==> src/rtl/seg_value_formatter.sv <==
// Formats an 8-bit value as two active-low 7-segment digits, either hex nibbles
// or decimal 00-99 via an iterative double-dabble, with overflow dash display.
module seg_value_formatter (
  input  logic       clock,
  input  logic       reset,
  input  logic [7:0] value,
  input  logic       mode,
  input  logic       load,
  output logic [6:0] display_1,
  output logic [6:0] display_2,
  output logic       busy,
  output logic       done,
  output logic       overflow
);

  localparam int unsigned VAL_W = 8;
  localparam int unsigned SEG_W = 7;
  localparam int unsigned BCD_W = 12;
  localparam int unsigned CNT_W = 3;

  localparam logic [SEG_W-1:0] SEG_BLANK = 7'h7F;
  localparam logic [SEG_W-1:0] SEG_DASH  = 7'h3F;

  typedef enum logic [1:0] {IDLE, SHIFT, ENCODE} state_t;

  state_t             state;
  logic [VAL_W-1:0]   val_q;
  logic [BCD_W-1:0]   bcd_q;
  logic [CNT_W-1:0]   cnt_q;

  logic [BCD_W-1:0]   bcd_next_c;
  logic [SEG_W-1:0]   dec_d1_c;
  logic [SEG_W-1:0]   dec_d2_c;
  logic               dec_ovf_c;

  function automatic logic [SEG_W-1:0] seg7(input logic [3:0] d);
    case (d)
      4'h0: seg7 = 7'h40;
      4'h1: seg7 = 7'h79;
      4'h2: seg7 = 7'h24;
      4'h3: seg7 = 7'h30;
      4'h4: seg7 = 7'h19;
      4'h5: seg7 = 7'h12;
      4'h6: seg7 = 7'h02;
      4'h7: seg7 = 7'h78;
      4'h8: seg7 = 7'h00;
      4'h9: seg7 = 7'h10;
      4'hA: seg7 = 7'h08;
      4'hB: seg7 = 7'h03;
      4'hC: seg7 = 7'h46;
      4'hD: seg7 = 7'h21;
      4'hE: seg7 = 7'h06;
      default: seg7 = 7'h0E;
    endcase
  endfunction

  // One double-dabble step: correct each BCD nibble, then shift in the next bit.
  function automatic logic [BCD_W-1:0] dd_step(input logic [BCD_W-1:0] b,
                                               input logic in_bit);
    logic [BCD_W-1:0] a;
    a = b;
    for (int n = 0; n < 3; n++) begin
      if (a[n*4 +: 4] >= 4'd5) a[n*4 +: 4] = a[n*4 +: 4] + 4'd3;
    end
    dd_step = {a[BCD_W-2:0], in_bit};
  endfunction

  // Decimal digit patterns derived from the accumulator after the current shift.
  always_comb begin
    bcd_next_c = dd_step(bcd_q, val_q[VAL_W-1]);
    dec_ovf_c  = (bcd_next_c[11:8] != 4'd0);
    dec_d1_c   = seg7(bcd_next_c[3:0]);
    dec_d2_c   = (bcd_next_c[7:4] == 4'd0) ? SEG_BLANK : seg7(bcd_next_c[7:4]);
    if (dec_ovf_c) begin
      dec_d1_c = SEG_DASH;
      dec_d2_c = SEG_DASH;
    end
  end

  // Displays, done and overflow are written on entry to ENCODE so that done
  // falls inside the busy window; ENCODE itself just returns to IDLE.
  always_ff @(posedge clock) begin
    if (reset) begin
      state     <= IDLE;
      val_q     <= '0;
      bcd_q     <= '0;
      cnt_q     <= '0;
      display_1 <= SEG_BLANK;
      display_2 <= SEG_BLANK;
      busy      <= 1'b0;
      done      <= 1'b0;
      overflow  <= 1'b0;
    end else begin
      done <= 1'b0;
      case (state)
        IDLE: begin
          if (load) begin
            val_q <= value;
            bcd_q <= '0;
            cnt_q <= '0;
            busy  <= 1'b1;
            if (mode) begin
              state <= SHIFT;
            end else begin
              state     <= ENCODE;
              display_2 <= seg7(value[7:4]);
              display_1 <= seg7(value[3:0]);
              overflow  <= 1'b0;
              done      <= 1'b1;
            end
          end
        end
        SHIFT: begin
          val_q <= {val_q[VAL_W-2:0], 1'b0};
          bcd_q <= bcd_next_c;
          cnt_q <= cnt_q + CNT_W'(1);
          if (cnt_q == CNT_W'(VAL_W - 1)) begin
            state     <= ENCODE;
            display_1 <= dec_d1_c;
            display_2 <= dec_d2_c;
            overflow  <= dec_ovf_c;
            done      <= 1'b1;
          end
        end
        ENCODE: begin
          state <= IDLE;
          busy  <= 1'b0;
        end
        default: begin
          state <= IDLE;
          busy  <= 1'b0;
        end
      endcase
    end
  end

endmodule

==> config.mk <==
export PLATFORM = sky130hd
export DESIGN_NAME = seg_value_formatter
export DESIGN_NICKNAME = d
export VERILOG_FILES = /design/src/rtl/seg_value_formatter.sv
export SDC_FILE = /design/constraint.sdc
export NUM_CORES = 1
export LEC_CHECK = 0
export CAP_MARGIN = 20
export CORE_UTILIZATION = 60
export DETAILED_ROUTE_END_ITERATION = 10
export PLACE_DENSITY_LB_ADDON = 0.05
export SLEW_MARGIN = 0
export SYNTH_ARGS = -nofsm -noshare
export SYNTH_HDL_FRONTEND = slang
export SYNTH_SLANG_ARGS = --single-unit
==> constraint.sdc <==
create_clock -name clock -period 7.8 [get_ports clock]
set_input_delay 1.56 -clock clock [delete_from_list [all_inputs] [get_ports clock]]
set_output_delay 1.56 -clock clock [all_outputs]
set_load 0.005 [all_outputs]
# After elaboration in Yosys (flattened, before gate mapping)
# Memory sizes are Yosys's and may differ from the RTL's.
# Index checks and enable logic that the tools add are counted.
# W data, S select, Z words.
# totals
output_inout_bits	17
mem_count	4
rom_bits	448
inputBits	12
reg_bits	42
wordCells	68
# op_classes
n_eq_ne	5
magnitude_cmp	3
muxes	34
bitwise_logic	1
n_addsub	4
reduce_logical	8
# mem_list
memory	depth	word_bits	rd	rd_ports_with_merged_regs	wr	line	rtl
(name not given)	16	7	1	0	0	37	case (d)
(name not given)	16	7	1	0	0	37	
(name not given)	16	7	1	0	0	37	
(name not given)	16	7	1	0	0	37	
# ops
operator	n
$mux W7	9
$pmux W7 S2	2
$pmux W12 S2	1
$pmux W8 S2	1
$ge A4 B3 Y1 const B	3
$mux W12	1
$add A4 B2 Y4 const B	2
$mux W4	2
$mux W8	1
$mux W1	7
$mux W2	3
$mux W3	2
$ne A2 B2 Y1 const B	3
$pmux W1 S2	3
$pmux W3 S2	1
$reduce_and A2 Y1	3
$logic_not A4 Y1	1
$pmux W2 S2	1
$reduce_and A4 Y1	1
$reduce_bool A4 Y1	1
$add A3 B1 Y3 const B	1
$add A3 B2 Y3 const B	1
$eq A3 B3 Y1 const B	1
$eq A2 B1 Y1 const B	1
other kinds (3)	3

# Logic depth before layout (Yosys ltp)
# depth
word_depth	7
ltp_mapped	11
mapped_depth_nobuf	11

# Worst setup path after synthesis
# Ideal clock, no wire load.
# synth_path
path_type	in2reg
startpoint	in value[0]
endpoint	reg display_1[3]
path_buffers	0
required_time_ns	7.671
setup_time_ns	0.129
cell_stages	8
arrival_ns	2.649
slack_ns	5.022
path_cell_list	inv_1 -> ha_1 -> inv_1 -> mux4_2 -> nand2_1 -> nand2_1 -> o21ai_0 -> nand4_1
# synth_between
elab_chain_cells	4
# synth_lines
item	line	rtl
start: declaration	6	input logic [7:0] value,
$mem_v2 Z16 W7	n/a	
$mux W7	102	if (mode) begin
$mux W7	97	if (load) begin
$pmux W7 S2	95	case (state)
end signal: assignment	107	display_1 <= seg7(value[3:0]);
end: declaration	9	output logic [6:0] display_1,
# Every way passes these cells. The select of a mux whose other input is x is not followed.
# A chain may end at the register's enable or synchronous reset.

# Worst setup path after layout
# layout_path
startpoint	in load
endpoint	reg display_2[0]
# layout_between
elab_chain_cells	2
# layout_lines
item	line	rtl
start: declaration	8	input logic load,
$ne A2 B2 Y1 (no source line)	n/a	
$reduce_and A4 Y1 (no source line)	n/a	
end signal: assignment	106	display_2 <= seg7(value[7:4]);
end: declaration	10	output logic [6:0] display_2,
# Every way passes these cells.

==> metrics.cfg <==
[drt]
wirelength_mm=6.93
ant_nets=0
post_drt_wl_per_cell_um=14.7
viasPerCell=6.03
drt-pass1-iter-count=4
drc=0
vias=2847
drt_iter0_markers=162

[grt]
antenna_found_initial=0
track_usage_pct=26.3
grt_max_degree=45
overflow=0
grt_busiest_layer=met2
use_met2_pct=45.5
use_met3_pct=3.98
first_global_vias=2487
grt_pass1_wl_mm=11.1
gr-usage-met1_pct=34.1

[setup_path]
cp.arrival_ns=3.48
path_max_fanout=25
startpoint_type=input port
rr_startpoint=bcd_q[0]$_SDFFE_PP0P_
critPathLaunch=load
crit_slowest_cell=clkdlybuf4s50_1
cp-end-kind=flop
rrSetupSlack_ns=4.78
critical-path-top-delay-family=compound AO/OA/AOI/OAI gates
path_buf_inv=1
setup.worst_path.class=in2reg
crit_chain=clkdlybuf4s50_1 > nand2_1 > a21o_1 > a221o_1 > a211oi_1 > a21oi_1
worstPathRequired_ns=7.98
cp_slowest_stage_delay_ns=0.59

[outcome]
run_status=finished, final reports clean

[cts]
postCtsHoldBufs=0
root_buffer=clkbuf_8
cts_made_buffers=5
cts_tree=built
insertion_delay_ns=0.29
htree_levels=2
clk_pin_slew_ns=0.08
cts_setup_buffers=0
cts.sinks=42
clock_path_buffers=2
cts-resized-gates=0

[pwr]
power_frac_seq_pct=50.0
powerDensity_mw_per_mm2=138
p_int_mw=0.338
p_leak_nw=1.31
clockPowerShare_pct=31.1
p_switching_mw=0.134
swShare_pct=28.3
combPwrFrac_pct=19.0
ir_worst_vdd_v=0.0000955
p_total_mw=0.472

[floorplan]
die_x_um=73.4
die_h_um=73.4
dieArea_sq_mm=0.00538
ios=29
initial_core_util_pct=63.4
core_sq_mm=0.00482
rows=25

[synthesis]
ys_ff_latch=42
yosys_warnings=0
synth-main-ff-cell=dfxtp_1
syn_area_per_cell_sq_um=7.77
synth_edf_count=0
ys_seq_area_share_pct=27.5
synth_cell_types=59
synthArstFlopShare_pct=0
synth_top_cell_area_share_pct=27.5
syn_nets=432
syn_area_sq_mm=0.00306
synth_top_area_cell=dfxtp_1
synth_area_leaders=dfxtp_1 28%, ha_1 11%, nor2_1 6.6%, nand2_1 4.9%, a21oi_1 3.9%
synthCells=393

[sta]
hold-worst-slack_ns=0.473
setup_viol=0
finalCritPeriodShare_pct=42.4
max_freq_mhz=302
worst_pin_slew_ns=0.793
rsz0062_at_grt=false
fin_crit_ns=3.31
worst_slack_ns=4.49
report.final.slew_viol_count=0
tns_ns=0
hold_violations=0
fin_skew_ns=0.00497
relSlewSlack_pct=46.9

[layout]
area_growth_syn_to_layout_pct=11.8
fin_area_sq_mm=0.00341
nets=443
regArea_sq_um=841
layout_commonest_cell=nor2_1
fin_cells=472
num_antenna_cells=0
final_cell_mix=53 x nor2_1, 42 x dfxtp_1, 40 x nand2_1
fin_util_pct=70.9
drive_gt1_share_pct=6.67
multiInputGateArea_sq_mm=0.00204
nFillCells=437

[placed_design]
place_ws_ns=4.20
dp.cells=464
placedInstanceArea_sq_mm=0.00332
dpl.hpwl_mm=4.94
io_buffers=28
gp_congestion=0.856

[hold_path]
hold_class=reg2reg
hold_start=display_2[5]$_SDFFE_PP1P_

[run]
drv_cap=0

[logic make-up (layout without fill, tap and decap cells)]
family | count (synthesis) | after routing | share of synthesized area (%)
xor gates and xnor gates | 5 | 5 | 1.68
adders and majority gates | 29 | 29 | 11.7
muxes | 9 | 9 | 4.34
DFF | 42 | 42 | 27.5
buffers and inverters | 43 | 55 | 5.81
AOI/OAI and AO/OA | 123 | 123 | 27.5
and+or+nand+nor | 142 | 142 | 21.4
[cell usage after synthesis (7+ instances only)]
master / number
a211oi_1: 12
a21oi_1: 24
a22oi_1: 13
a31oi_1: 9
buf_2: 7
clkbuf_1: 16
dfxtp_1: 42
ha_1: 27
inv_1: 17
nand2_1: 40
nand2b_1: 11
nor2_1: 54
nor3_1: 14
o21ai_0: 19
[metal layers]
metal / up-vias / part of all wire, %
met4: 0 / 1.2
li1: 1443 / -
met5: - / 0
met1: 1333 / 46
met2: 61 / 49
met3: 10 / 3.8
[power groups by stage]
stage                     Clock [mW]  Sequential [mW]  Combinational (mW)
after floorplan                    0            0.237              0.0590
after global placement             0            0.240              0.0879
after detailed placement           0            0.240              0.0893
after CTS                      0.148            0.235              0.0898
after global routing           0.156            0.237              0.0987
final                          0.147            0.236              0.0894
[tightest hold or removal path, cell delays in order, from the launching register on]
cell and delay (ns):
dfxtp_1 0.33, a21oi_1 0.06, o31ai_1 0.06
[state kept, by name, summed over array words and instances, names as in the netlist]
| signal | cells |
|---|---|
| display_1 | 7 |
| bcd_q | 12 |
| done | 1 |
| display_2 | 7 |
| val_q | 8 |
| busy | 1 |
| state | 2 |
| cnt_q | 3 |
| overflow | 1 |
[path summary, 6_finish.rpt]
kind                                     to  depth (start not counted)
hold reg to reg   display_2[5]$_SDFFE_PP1P_                          2
hold / removal    display_2[5]$_SDFFE_PP1P_                          2
setup reg to reg  display_2[2]$_SDFFE_PP1P_                         10
setup / recovery  display_2[0]$_SDFFE_PP1P_                          6
[cell type report]
class,instances,share of cell area [%]
timing repair buffer,30,8.65
multi-input combinational,308,59.7
clock buffer,7,2.53
sequential,42,24.6
clock inverter,1,0.147
inverter,17,1.87
tap,67,2.46
Power figures use the tool's default switching activity.
